--- src/rtl/median_pkg.sv ---
// rtl/median_pkg.sv - shared FSM state type and width helpers for the median-length engine
package median_pkg;

    typedef enum logic [1:0] {
        IDLE = 2'd0,
        SQ   = 2'd1,
        ROOT = 2'd2,
        DONE = 2'd3
    } state_t;

    function automatic int diff_w(input int w);
        return w + 2;
    endfunction

    function automatic int sq_w(input int w);
        return 2 * w + 5;
    endfunction

    function automatic int root_w(input int w);
        return w + 3;
    endfunction

endpackage

--- src/rtl/isqrt_serial.sv ---
// rtl/isqrt_serial.sv - serial restoring integer square root, one root bit per cycle
// The start cycle already performs the first digit step, so root is final root_w(W) cycles after start.
module isqrt_serial
    import median_pkg::*;
#(
    parameter int W = 8
) (
    input  logic                   clk,
    input  logic                   rst,
    input  logic                   start,
    input  logic [sq_w(W)-1:0]     radicand,
    output logic                   done,
    output logic [root_w(W)-1:0]   root
);

    localparam int N  = root_w(W);
    localparam int CW = $clog2(N + 1);

    logic [2*N-1:0] rad_q, rad_d, src_rad;
    logic [N+1:0]   rem_q, rem_d, src_rem, rem_sh, trial;
    logic [N-1:0]   root_q, root_d, src_root;
    logic [CW-1:0]  cnt_q;
    logic           step;

    always_comb begin
        src_rad  = start ? {1'b0, radicand} : rad_q;
        src_rem  = start ? '0 : rem_q;
        src_root = start ? '0 : root_q;
        step     = start || (cnt_q != '0 && cnt_q != CW'(N));
        rem_sh   = (src_rem << 2) | (N+2)'(src_rad[2*N-1:2*N-2]);
        trial    = {src_root, 2'b01};
        rad_d    = src_rad << 2;
        if (rem_sh >= trial) begin
            rem_d  = rem_sh - trial;
            root_d = {src_root[N-2:0], 1'b1};
        end else begin
            rem_d  = rem_sh;
            root_d = {src_root[N-2:0], 1'b0};
        end
    end

    always_ff @(posedge clk or posedge rst) begin
        if (rst) begin
            rad_q  <= '0;
            rem_q  <= '0;
            root_q <= '0;
            cnt_q  <= '0;
        end else if (step) begin
            rad_q  <= rad_d;
            rem_q  <= rem_d;
            root_q <= root_d;
            cnt_q  <= start ? CW'(1) : cnt_q + CW'(1);
        end
    end

    assign done = (cnt_q == CW'(N));
    assign root = root_q;

endmodule

--- src/rtl/median_len_seq.sv ---
// rtl/median_len_seq.sv - sequential triangle median lengths, one shared square/root path
// Optional MEDIAN_SQ_OUT_EN adds sq_a/sq_b/sq_c outputs carrying the squared doubled medians.
module median_len_seq
    import median_pkg::*;
#(
    parameter int W = 8
) (
    input  logic                   clk,
    input  logic                   rst,
    input  logic signed [W-1:0]    ax,
    input  logic signed [W-1:0]    ay,
    input  logic signed [W-1:0]    bx,
    input  logic signed [W-1:0]    by,
    input  logic signed [W-1:0]    cx,
    input  logic signed [W-1:0]    cy,
    input  logic                   in_valid,
    output logic                   in_ready,
    output logic [diff_w(W)-1:0]   m_a,
    output logic [diff_w(W)-1:0]   m_b,
    output logic [diff_w(W)-1:0]   m_c,
    output logic                   out_valid,
    input  logic                   out_ready,
    output logic                   busy
`ifdef MEDIAN_SQ_OUT_EN
    ,
    output logic [sq_w(W)-1:0]     sq_a,
    output logic [sq_w(W)-1:0]     sq_b,
    output logic [sq_w(W)-1:0]     sq_c
`endif
);

    localparam int DW = diff_w(W);
    localparam int SW = sq_w(W);
    localparam int RW = root_w(W);

    state_t state_q, state_d;
    logic [1:0] idx_q;
    logic signed [W-1:0] ax_q, ay_q, bx_q, by_q, cx_q, cy_q;
    logic [RW-1:0] ra_q, rb_q;

    logic signed [W-1:0]    px, py, qx, qy, rx, ry;
    logic signed [DW-1:0]   dx, dy;
    logic signed [2*DW-1:0] dx_e, dy_e, dx2, dy2;
    logic [SW-1:0]          s_sum;
    logic                   accept, sq_start, root_done, root_last;
    logic [RW-1:0]          root;

    assign in_ready  = (state_q == IDLE);
    assign busy      = (state_q != IDLE);
    assign out_valid = (state_q == DONE);
    assign accept    = in_valid && in_ready;
    assign sq_start  = (state_q == SQ);
    assign root_last = (state_q == ROOT) && root_done;

    always_ff @(posedge clk or posedge rst) begin
        if (rst) state_q <= IDLE;
        else     state_q <= state_d;
    end

    always_comb begin
        state_d = state_q;
        case (state_q)
            IDLE:    if (accept) state_d = SQ;
            SQ:      state_d = ROOT;
            ROOT:    if (root_done) state_d = (idx_q == 2'd2) ? DONE : SQ;
            DONE:    if (out_ready) state_d = IDLE;
            default: state_d = IDLE;
        endcase
    end

    // Rotate the vertex roles so one datapath serves all three medians.
    always_comb begin
        px = ax_q; py = ay_q;
        qx = bx_q; qy = by_q;
        rx = cx_q; ry = cy_q;
        case (idx_q)
            2'd1: begin
                px = bx_q; py = by_q;
                qx = cx_q; qy = cy_q;
                rx = ax_q; ry = ay_q;
            end
            2'd2: begin
                px = cx_q; py = cy_q;
                qx = ax_q; qy = ay_q;
                rx = bx_q; ry = by_q;
            end
            default: ;
        endcase
        dx    = (DW'(px) <<< 1) - DW'(qx) - DW'(rx);
        dy    = (DW'(py) <<< 1) - DW'(qy) - DW'(ry);
        dx_e  = (2*DW)'(dx);
        dy_e  = (2*DW)'(dy);
        dx2   = dx_e * dx_e;
        dy2   = dy_e * dy_e;
        s_sum = SW'($unsigned(dx2)) + SW'($unsigned(dy2));
    end

    isqrt_serial #(.W(W)) u_isqrt (
        .clk      (clk),
        .rst      (rst),
        .start    (sq_start),
        .radicand (s_sum),
        .done     (root_done),
        .root     (root)
    );

    // Roots of a and b are staged so the visible outputs change only on entry to DONE.
    always_ff @(posedge clk or posedge rst) begin
        if (rst) begin
            ax_q  <= '0; ay_q <= '0;
            bx_q  <= '0; by_q <= '0;
            cx_q  <= '0; cy_q <= '0;
            idx_q <= '0;
            ra_q  <= '0;
            rb_q  <= '0;
            m_a   <= '0;
            m_b   <= '0;
            m_c   <= '0;
        end else begin
            if (accept) begin
                ax_q  <= ax; ay_q <= ay;
                bx_q  <= bx; by_q <= by;
                cx_q  <= cx; cy_q <= cy;
                idx_q <= 2'd0;
            end
            if (root_last) begin
                idx_q <= idx_q + 2'd1;
                case (idx_q)
                    2'd0:    ra_q <= root;
                    2'd1:    rb_q <= root;
                    default: begin
                        m_a <= DW'(ra_q >> 1);
                        m_b <= DW'(rb_q >> 1);
                        m_c <= DW'(root >> 1);
                    end
                endcase
            end
        end
    end

`ifdef MEDIAN_SQ_OUT_EN
    logic [SW-1:0] s_q, sa_q, sb_q;

    always_ff @(posedge clk or posedge rst) begin
        if (rst) begin
            s_q  <= '0;
            sa_q <= '0;
            sb_q <= '0;
            sq_a <= '0;
            sq_b <= '0;
            sq_c <= '0;
        end else begin
            if (sq_start) s_q <= s_sum;
            if (root_last) begin
                case (idx_q)
                    2'd0:    sa_q <= s_q;
                    2'd1:    sb_q <= s_q;
                    default: begin
                        sq_a <= sa_q;
                        sq_b <= sb_q;
                        sq_c <= s_q;
                    end
                endcase
            end
        end
    end
`endif

endmodule

--- config.mk ---
export PLATFORM = sky130hd
export DESIGN_NAME = median_len_seq
export DESIGN_NICKNAME = d
export VERILOG_FILES = /design/src/rtl/median_pkg.sv /design/src/rtl/isqrt_serial.sv /design/src/rtl/median_len_seq.sv
export SDC_FILE = /design/constraint.sdc
export NUM_CORES = 1
export LEC_CHECK = 0
export CORE_MARGIN = 2
export CORE_UTILIZATION = 55
export CTS_BUF_LIST = sky130_fd_sc_hd__clkbuf_4
export DETAILED_ROUTE_END_ITERATION = 10
export GPL_TIMING_DRIVEN = 0
export PLACE_DENSITY = 0.74
export SYNTH_ARGS = -nofsm -noshare
export SYNTH_HDL_FRONTEND = slang
export SYNTH_SLANG_ARGS = --single-unit
--- constraint.sdc ---
create_clock -name clk -period 21.4 [get_ports clk]
set_input_delay 3.21 -clock clk [delete_from_list [all_inputs] [get_ports clk]]
set_output_delay 3.21 -clock clk [all_outputs]
set_load 0.1 [all_outputs]
==> After elaboration in Yosys (flattened, before gate mapping) <==
Index checks and enable logic that the tools add are counted.
{ "totals": {"reg_bits": 150} }
{ "op_classes": {"n_eq_ne": 10, "n_reduce_logical": 14, "mul": 2, "addsub": 8, "mux": 19, "bitwise_logic": 2, "n_lt_le_gt_ge": 1} }
{ "ops": {"columns": ["operator", "n"], "rows": [
  ["case mux 8 bit (2 select lines)", 6],
  ["multiplier 10 x 10 -> 20 bit", 2],
  ["two-way mux 11 bit", 3],
  ["two-way mux 22 bit", 1],
  ["adder 20 x 20 -> 21 bit", 1],
  ["subtractor 10 x 8 -> 10 bit", 2],
  ["subtractor 9 x 8 -> 10 bit", 2],
  ["greater-or-equal comparator 13 bit", 1],
  ["bitwise OR 13 x 2 -> 13 bit", 1],
  ["two-way mux 2 bit", 6],
  ["subtractor 11 bit", 1],
  ["case mux 2 bit (4 select lines)", 1],
  ["== test 2 bit (second input constant)", 3],
  ["AND reduction 2 bit", 3],
  ["adder 4 x 1 -> 4 bit (second input constant)", 1],
  ["== test 2 x 1 -> 1 bit (second input constant)", 2],
  ["== test 4 bit (second input constant)", 1],
  ["zero test 2 bit", 2],
  ["two-way mux 4 bit", 1],
  ["inequality test 2 x 1 -> 1 bit (second input constant)", 2],
  ["inequality test 4 bit (second input constant)", 1],
  ["nonzero test 2 bit", 2],
  ["nonzero test 4 bit", 1],
  ["logical AND 1 bit", 3],
  ["7 further kinds", 7]
]} }

==> Depth between registers and ports, before layout <==
Gate-level depths: netlist of the first run.
{ "logic_depth": {"word_depth": 10, "mapped_depth": 52} }

==> Modules after synthesis <==
Synthesis of the first run repeated with hierarchy kept, for this count alone.
{ "unflattened": {"hier_cells": 1810, "area_unflattened_um2": 17038.8} }
{ "by_module_without_submodules": {"columns": ["mod", "instances", "area_per_inst_um2", "cells_per_inst"], "rows": [
  ["median_len_seq", 1, 14295.0, 1531],
  ["isqrt_serial", 1, 2743.9, 279]
]} }

==> Worst setup path after synthesis of the first run <==
Ideal clock, no wire load.
{ "synth_timing": {"path_kind": "flip-flop to flip-flop", "start": "register idx_q[0]", "end": "register u_isqrt.rem_q[10]", "n_path_buf": 3, "stages_incl_launch_ff": 48, "period_less_slack_ns": 10.577, "setup_time_ns": 0.118, "arrival_time_ns": 10.459, "slack_ns": 10.823, "cell_sequence": "dfrtp_1 inv_1 ha_1 buf_2 clkbuf_1 buf_1 a21oi_1 fa_1 inv_1 ha_1 nand2_1 a211o_1 a31oi_1 nand4_1 nand4b_1 a21oi_1 xnor2_2 nor2_1 (+12 left out) a211oi_1 a311o_1 a21oi_1 xnor2_1 ha_1 a21o_1 a211oi_2 a21oi_2 inv_1 ha_1 inv_1 a21o_1 a21oi_1 o211ai_1 a31o_2 a21oi_1 xnor2_1 a21o_1"} }
{ "synth_between": {"elab_chain_cells": 10, "elab_cells_between_ends": 20, "cone_classes": "add/sub: 6; mul: 2; order compare: 1; eq/ne: 2; mux: 8; bitwise: 1"} }
{ "synth_lines": {"columns": ["element", "line_no", "source"], "rows": [
  ["from (decl)", "median_len_seq.sv:37", "logic [1:0] idx_q;"],
  ["from (signal assigned)", "median_len_seq.sv:127", "idx_q <= idx_q + 2'd1;"],
  ["== test 2 bit or == test 2 x 1 -> 1 bit (tied branches)", "median_len_seq.sv:76", "case (idx_q)"],
  ["case mux 8 bit (2 select lines)", "median_len_seq.sv:76", null],
  ["subtractor 9 x 8 -> 10 bit (on tied branches)", "median_len_seq.sv:89, median_len_seq.sv:90", null],
  ["subtractor 10 x 8 -> 10 bit (on tied branches)", "median_len_seq.sv:89, median_len_seq.sv:90", null],
  ["multiplier 10 x 10 -> 20 bit (on tied branches)", "median_len_seq.sv:93, median_len_seq.sv:94", null],
  ["adder 20 x 20 -> 21 bit *", "median_len_seq.sv:95", "s_sum = SW'($unsigned(dx2)) + SW'($unsigned(dy2));"],
  ["two-way mux 22 bit *", "isqrt_serial.sv:26", "src_rad = start ? {1'b0, radicand} : rad_q;"],
  ["bitwise OR 13 x 2 -> 13 bit *", "isqrt_serial.sv:30", "rem_sh = (src_rem << 2) | (N+2)'(src_rad[2*N-1:2*N-2]);"],
  ["subtractor 11 bit or greater-or-equal comparator 13 bit (tied branches)", "isqrt_serial.sv:34, isqrt_serial.sv:33", null],
  ["two-way mux 11 bit *", "isqrt_serial.sv:33", "if (rem_sh >= trial) begin"],
  ["to (signal assigned)", "isqrt_serial.sv:50", "rem_q <= rem_d;"],
  ["to (decl)", "isqrt_serial.sv:20", "logic [N+1:0] rem_q, rem_d, src_rem, rem_sh, trial;"]
]} }
Every way passes the cells marked *; elsewhere a longest branch is shown, timed or not.
A chain may end at the register's enable or synchronous reset.

==> Worst setup path after layout of the first run <==
{ "layout_timing": {"start": "register idx_q[1]", "end": "register u_isqrt.rem_q[10]"} }
The elaborated chain is that of the path after synthesis.

==> results.yml, run 1 <==
hold_path:
  hold_end: "u_isqrt.rem_q[8]$_DFFE_PP0P_"
  min_delay_path_depth: 2
  holdCritStartpoint: "u_isqrt.rem_q[8]$_DFFE_PP0P_"
  hold_path_class: "reg2reg"
finish:
  layout_nets: 2278
  stdcell_area_um2: 18200
  antennaDiodeCount: 0
  drive_above_1_share_pct: 8.71
  postLayoutCoreUtil_pct: 61.5
  final.fill_count: 2465
  area_growth_syn_to_layout_pct: 10.0
drt:
  drc_errors: 0
  wl_per_cell_um: 16.0
  drt.antenna.violating_nets: 0
  dr.pass1.iters: 5
  vias: 12600
  dr.first_iter.drc_count: 808
  wl_um: 36800
  avgViaCountPerCell: 5.47
floorplanning:
  die_x_um: 178
  starting_density_pct: 55.9
  floorplan.core_area_um2: 29600
  pin_count: 85
  fp-row-count: 63
  design.die.area_um2: 31500
  chipHeight_um: 178
yosys:
  ys_seq_area_share_pct: 22.3
  synth_top_family_by_area: "adder cells"
  synth_xor_xnor_area_share_pct: 4.90
  ys_async_sr_fraction_pct: 100
  synthesis.yosys.warnings: 0
  synth-main-ff-cell: "sky130_fd_sc_hd__dfrtp_1"
  synth_compound_gate_area_share_pct: 12.1
  muxShareOfSynthArea_pct: 7.33
  edff_count_synth: 0
  yosys.area.top_type: "sky130_fd_sc_hd__dfrtp_1"
  top_area_cell_type_share_of_the_netlist_area_pct: 22.3
  yosys_register_bits: 148
  post_synthesis_simple_gate_area_fraction_pct: 11.6
  mappedNetlistArea_um2: 16600
  postSynthCellCount: 1789
  syn_avg_cell_area_um2: 9.26
  synth_area_leaders: "sky130_fd_sc_hd__dfrtp_1 (22%), sky130_fd_sc_hd__fa_1 (21%), sky130_fd_sc_hd__ha_1 (12%), sky130_fd_sc_hd__inv_1 (7.3%), sky130_fd_sc_hd__mux2_2 (6.7%)"
  synthesis.nets: 2174
  post_synth_fa_ha_maj_area_fraction_pct: 33.1
  synth.lib_cells_used.distinct: 67
sta:
  clock_period_minus_final_worst_setup_slack_ns: 12.30
  timing.final.max_slew_violations: 0
  grt_setup_unrepaired: "no"
  fmax_mhz: 81.3
  report.final.setup_viol: 0
  final.setup.tns_ns: 0
  final.hold.worst_slack_ns: 0.507
  relSlewSlack_pct: 30.4
  worst_clock_skew_ns: 0.0426
  finalHoldViolations: 0
  fin_crit_sh_pct: 57.5
  worst-slew-pin-transition_ns: 1.04
clock_tree:
  clock_latency_on_the_worst_skew_pair_ns: 0.62
  cts-root-buf: "sky130_fd_sc_hd__clkbuf_4"
  post_cts_resize_count: 0
  tritoncts: "yes"
  htreeDepth: 4
  max-clock-path-buffers: 2
  clock_sinks: 148
  post_cts_buffers: 0
  hold_fix_buffers_at_cts: 0
  clock_pin_slew_worst_setup_and_hold_paths_ns: 0.16
  cts_made_buffers: 17
critical_path:
  worst_r2r_endpoint: "u_isqrt.rem_q[10]$_DFFE_PP0P_"
  cp.arrival_ns: 12.80
  worstPathMaxFanout: 10
  cp_common_cell: "sky130_fd_sc_hd__inv_1"
  setup.worst_path.start_class: "flip-flop"
  timing.critical_path.max_delay_family: "adder cells"
  r2r.worst_path.cells: 48
  critical_path_s_largest_stage_delay_ns: 0.69
  timing_worst_setup_path_type: "reg2reg"
  r2r-start: "idx_q[1]$_DFFE_PP0P_"
  critical_path_required_ns: 21.90
  setup.reg_to_reg.worst_slack_ns: 9.10
  crit_buf_inv: 9
  end_kind: "flip-flop"
  cp_slowest_cell: "sky130_fd_sc_hd__xnor2_1"
job:
  max_capacitance_violation_total: 0
global_routing:
  grt_start_max_net_pins: 87
  globalRouteOverflowTotal: 0
  vias_in_the_first_global_route: 12800
  grt_first_pass_wirelength_um: 62100
  grt.total_usage_pct: 24.7
  grt_use_met2_pct: 43.4
  antenna_found_initial: 0
  met1_use_gr_pct: 31.9
  busiest_layer: "met2"
  gr-usage-met3_pct: 3.66
placed_design:
  gpl_congestion: 0.917
  dp_hpwl_um: 30200
  port-buffer-count: 84
  placed_instance_area_um2: 17900
status:
  status: "completed"
==> cells in the mapped netlist, drive strengths merged (22+ instances only) <==
| library cell | count |
|---|---|
| clkbuf | 46 |
| fa | 175 |
| a21o | 27 |
| o21ai | 67 |
| a22oi | 51 |
| nand2 | 173 |
| nor2 | 107 |
| dfrtp | 148 |
| inv | 326 |
| a21oi | 84 |
| xor2 | 22 |
| ha | 158 |
| nor3 | 24 |
| xnor2 | 66 |
| and2 | 32 |
| nand2b | 27 |
| mux2 | 99 |
==> metrics by stage <==
step	cells	setup slack (ns)
detailed placement	2264	9.30
finish	2296	9.10
floorplan	1789	10.82
global placement	2263	9.41
CTS	2296	9.17
global route	2296	8.32
==> worst max-delay path by stage <==
stage | start | endpoint | slack, ns | depth (start not counted)
floorplan | idx_q[0]$_DFFE_PP0P_ | u_isqrt.rem_q[10]$_DFFE_PP0P_ | 10.82 | 47
global placement | idx_q[0]$_DFFE_PP0P_ | u_isqrt.rem_q[5]$_DFFE_PP0P_ | 9.41 | 43
detailed placement | idx_q[1]$_DFFE_PP0P_ | u_isqrt.rem_q[10]$_DFFE_PP0P_ | 9.30 | 48
CTS | idx_q[0]$_DFFE_PP0P_ | u_isqrt.rem_q[10]$_DFFE_PP0P_ | 9.17 | 47
global route | idx_q[0]$_DFFE_PP0P_ | u_isqrt.rem_q[9]$_DFFE_PP0P_ | 8.32 | 43
finish | idx_q[1]$_DFFE_PP0P_ | u_isqrt.rem_q[10]$_DFFE_PP0P_ | 9.10 | 48
==> logic make-up after synthesis <==
| kind of cell | count (synthesis) |
|---|---|
| multiplexers | 109 |
| adder cells (fa/ha/maj) | 333 |
| AND/OR/NAND/NOR | 424 |
| buffers and inverters | 380 |
| AO/OA/AOI/OAI | 307 |
| XOR/XNOR | 88 |
| flip-flops | 148 |
==> routing by layer <==
metal / wire, µm / vias to the layer above
met5: 0 / -
met4: 659 / 0
met3: 2110 / 43
met2: 18300 / 412
met1: 15800 / 6053
li1: - / 6045
==> worst register-to-register path: cells and delay by family (launching register included) <==
| kind | cells | cell delay (ns) |
|---|---|---|
| adders and majority gates | 11 | 4.64 |
| AOI/OAI and AO/OA | 19 | 3.41 |
| buffers and inverters | 9 | 1.54 |
| xor gates and xnor gates | 3 | 1.26 |
| and+or+nand+nor | 6 | 0.92 |
| DFF | 1 | 0.43 |
==> final cells by class <==
class	instances	area, µm²	area share (%)
plain buffers	54	214	1.17
clock buffers	18	135	0.741
clock inverters	14	164	0.899
flip-flops and latches	148	3700	20.3
well taps	390	488	2.68
inverters	326	1230	6.74
multi-input cells	1261	11400	62.7
repair buffers	85	868	4.76
==> sequential cells by signal (all words and copies together), names as in the netlist, 10 cells and up <==
name	cells
m_a	10
m_b	10
m_c	10
ra_q	10
rb_q	10
u_isqrt.rad_q	20
u_isqrt.rem_q	11
u_isqrt.root	11
==> placed cells by master (no fill, tap or decap), types with 4 or more instances in the layout <==
cell	instances
sky130_fd_sc_hd__a211o_1	5
sky130_fd_sc_hd__a211oi_1	7
sky130_fd_sc_hd__a211oi_2	4
sky130_fd_sc_hd__a21o_1	26
sky130_fd_sc_hd__a21oi_1	81
sky130_fd_sc_hd__a22oi_1	50
sky130_fd_sc_hd__a31oi_1	19
sky130_fd_sc_hd__and2_1	31
sky130_fd_sc_hd__and3_1	8
sky130_fd_sc_hd__buf_1	4
sky130_fd_sc_hd__clkbuf_1	46
sky130_fd_sc_hd__clkbuf_4	18
sky130_fd_sc_hd__clkdlybuf4s50_1	84
sky130_fd_sc_hd__dfrtp_1	148
sky130_fd_sc_hd__fa_1	175
sky130_fd_sc_hd__ha_1	158
sky130_fd_sc_hd__inv_1	322
sky130_fd_sc_hd__inv_6	7
sky130_fd_sc_hd__mux2_2	99
sky130_fd_sc_hd__mux2i_1	10
sky130_fd_sc_hd__nand2_1	173
sky130_fd_sc_hd__nand2b_1	26
sky130_fd_sc_hd__nand3_1	21
sky130_fd_sc_hd__nand4_1	4
sky130_fd_sc_hd__nor2_1	106
sky130_fd_sc_hd__nor2b_1	14
sky130_fd_sc_hd__nor3_1	24
sky130_fd_sc_hd__o211ai_1	7
sky130_fd_sc_hd__o21a_1	7
sky130_fd_sc_hd__o21ai_0	62
sky130_fd_sc_hd__o21ai_1	4
sky130_fd_sc_hd__or2_2	5
sky130_fd_sc_hd__or3_1	4
sky130_fd_sc_hd__xnor2_1	64
sky130_fd_sc_hd__xor2_1	20
Power of run 1 is left out: the tool's default activity adds up to more than one toggle a clock period on the data nets, which glitch-free logic cannot reach.
==> run 2: changes to the inputs <==
clock period = 12.9 ns   (was 21.4 ns; I/O delays follow)
==> results.yml, run 2 (synthesis results as in run 1) <==
finish:
  top_register: "u_isqrt.rad_q"
  final_cell_count_no_fill: 2296
  seq_cell_area_um2: 3700
  multi_input_comb_area_um2: 11400
  antennaDiodeCount: 0
  final.fill_count: 2463
  largest_reg_flops: 20
  stdcell_area_um2: 18200
  mostFrequentLayoutCells: "sky130_fd_sc_hd__inv_1 (322), sky130_fd_sc_hd__fa_1 (175), sky130_fd_sc_hd__nand2_1 (173)"
  drive_above_1_share_pct: 8.81
  layout_commonest_cell: "sky130_fd_sc_hd__inv_1"
  area_growth_syn_to_layout_pct: 10.1
  layout_nets: 2278
global_routing:
  antenna_found_initial: 0
  grt_first_pass_wirelength_um: 62100
  globalRouteOverflowTotal: 0
  grt_use_met2_pct: 43.4
  busiest_layer: "met2"
  grt_start_max_net_pins: 87
  grt.total_usage_pct: 24.7
  vias_in_the_first_global_route: 12800
  met1_use_gr_pct: 31.9
  gr-usage-met3_pct: 3.66
floorplanning:
  starting_density_pct: 55.9
  die_x_um: 178
  fp-row-count: 63
  pin_count: 85
  design.die.area_um2: 31500
  chipHeight_um: 178
  floorplan.core_area_um2: 29600
clock_tree:
  clock_sinks: 148
  cts-root-buf: "sky130_fd_sc_hd__clkbuf_4"
  cts_made_buffers: 17
  post_cts_buffers: 0
  tritoncts: "yes"
  hold_fix_buffers_at_cts: 0
  clock_latency_on_the_worst_skew_pair_ns: 0.62
  max-clock-path-buffers: 2
  clock_pin_slew_worst_setup_and_hold_paths_ns: 0.17
  post_cts_resize_count: 0
  htreeDepth: 4
job:
  max_capacitance_violation_total: 0
placed_design:
  placed_instance_area_um2: 17900
  dp_hpwl_um: 30200
  port-buffer-count: 84
  dp_worst_setup_slack_ns: 0.799
  gpl_congestion: 0.917
  numPlacedInstances: 2264
critical_path:
  setup.worst_path.start: "idx_q[0]$_DFFE_PP0P_"
  end_kind: "flip-flop"
  setup.reg_to_reg.worst_slack_ns: 0.73
  critical_path_required_ns: 13.42
  critical_path_s_largest_stage_delay_ns: 0.67
  worstPathMaxFanout: 13
  setup.worst_path.start_class: "flip-flop"
  worst_r2r_endpoint: "u_isqrt.rem_q[9]$_DFFE_PP0P_"
  cp_slowest_cell: "sky130_fd_sc_hd__a211oi_2"
  endpoint: "u_isqrt.rem_q[9]$_DFFE_PP0P_"
  r2r-start: "idx_q[0]$_DFFE_PP0P_"
  timing_worst_setup_path_type: "reg2reg"
  cp.arrival_ns: 12.69
  r2r.worst_path.cells: 45
sta:
  worst_clock_skew_ns: 0.0412
  report.final.setup_viol: 0
  relSlewSlack_pct: 30.4
  final.setup.tns_ns: 0
  grt_setup_unrepaired: "no"
  timing.final.max_slew_violations: 0
  clock_period_minus_final_worst_setup_slack_ns: 12.17
  fmax_mhz: 82.2
  setup_slack_ns: 0.733
  finalHoldViolations: 0
  fin_crit_sh_pct: 94.3
  worst-slew-pin-transition_ns: 1.04
drt:
  dr.first_iter.drc_count: 831
  wl_um: 36800
  vias: 12600
  dr.pass1.iters: 5
  drt.antenna.violating_nets: 0
  wl_per_cell_um: 16.0
  avgViaCountPerCell: 5.47
  drc_errors: 0
status:
  status: "completed"
hold_path:
  hold_path_class: "reg2reg"
  holdCritStartpoint: "u_isqrt.rem_q[8]$_DFFE_PP0P_"
  min_delay_path_depth: 2
## run 2: cell count changes in the layout (fill, tap and decap cells not counted)
cell and delta:
sky130_fd_sc_hd__xnor2_2 +2, sky130_fd_sc_hd__xnor2_1 -2
## run 2: worst min path at each step
stage | end
CTS | m_a[6]$_DFFE_PP0P_
floorplan | u_isqrt.rem_q[0]$_DFFE_PP0P_
finish | u_isqrt.rem_q[8]$_DFFE_PP0P_
global route | m_a[8]$_DFFE_PP0P_
global placement | u_isqrt.rem_q[8]$_DFFE_PP0P_
detailed placement | u_isqrt.rem_q[0]$_DFFE_PP0P_
## run 2: final cells by class
class / count / area share (%)
Buffer: 54 / 1.17
Clock buffer: 18 / 0.741
Clock inverter: 14 / 0.898
Inverter: 326 / 6.73
Multi-Input combinational cell: 1261 / 62.7
Sequential cell: 148 / 20.3
Tap cell: 390 / 2.67
Timing Repair Buffer: 85 / 4.76
## run 2: worst max-delay path: cells and delay by family, from the launching register on
family	cells	cell delay, ns
adders and majority gates	11	4.67
xor gates and xnor gates	2	0.49
and+or+nand+nor	7	1.26
DFF	1	0.41
AOI/OAI and AO/OA	16	3.58
buffers and inverters	9	1.64
## run 2: through the flow
stage          hold WS, ns  utilization (%)
4_1_cts              0.506             61.5
3_5_place_dp         0.477             60.5
5_1_grt              0.532             61.6
6_report             0.508             61.6
2_1_floorplan        0.450                -
3_3_place_gp         0.467             60.4
## run 2: routing by layer
metal  up-vias  wire (µm)
met5         -          0
met4         0        646
met3        38       2030
met2       410      18200
met1      6052      15900
li1       6051          -
Power of run 2 is left out for the same reason.
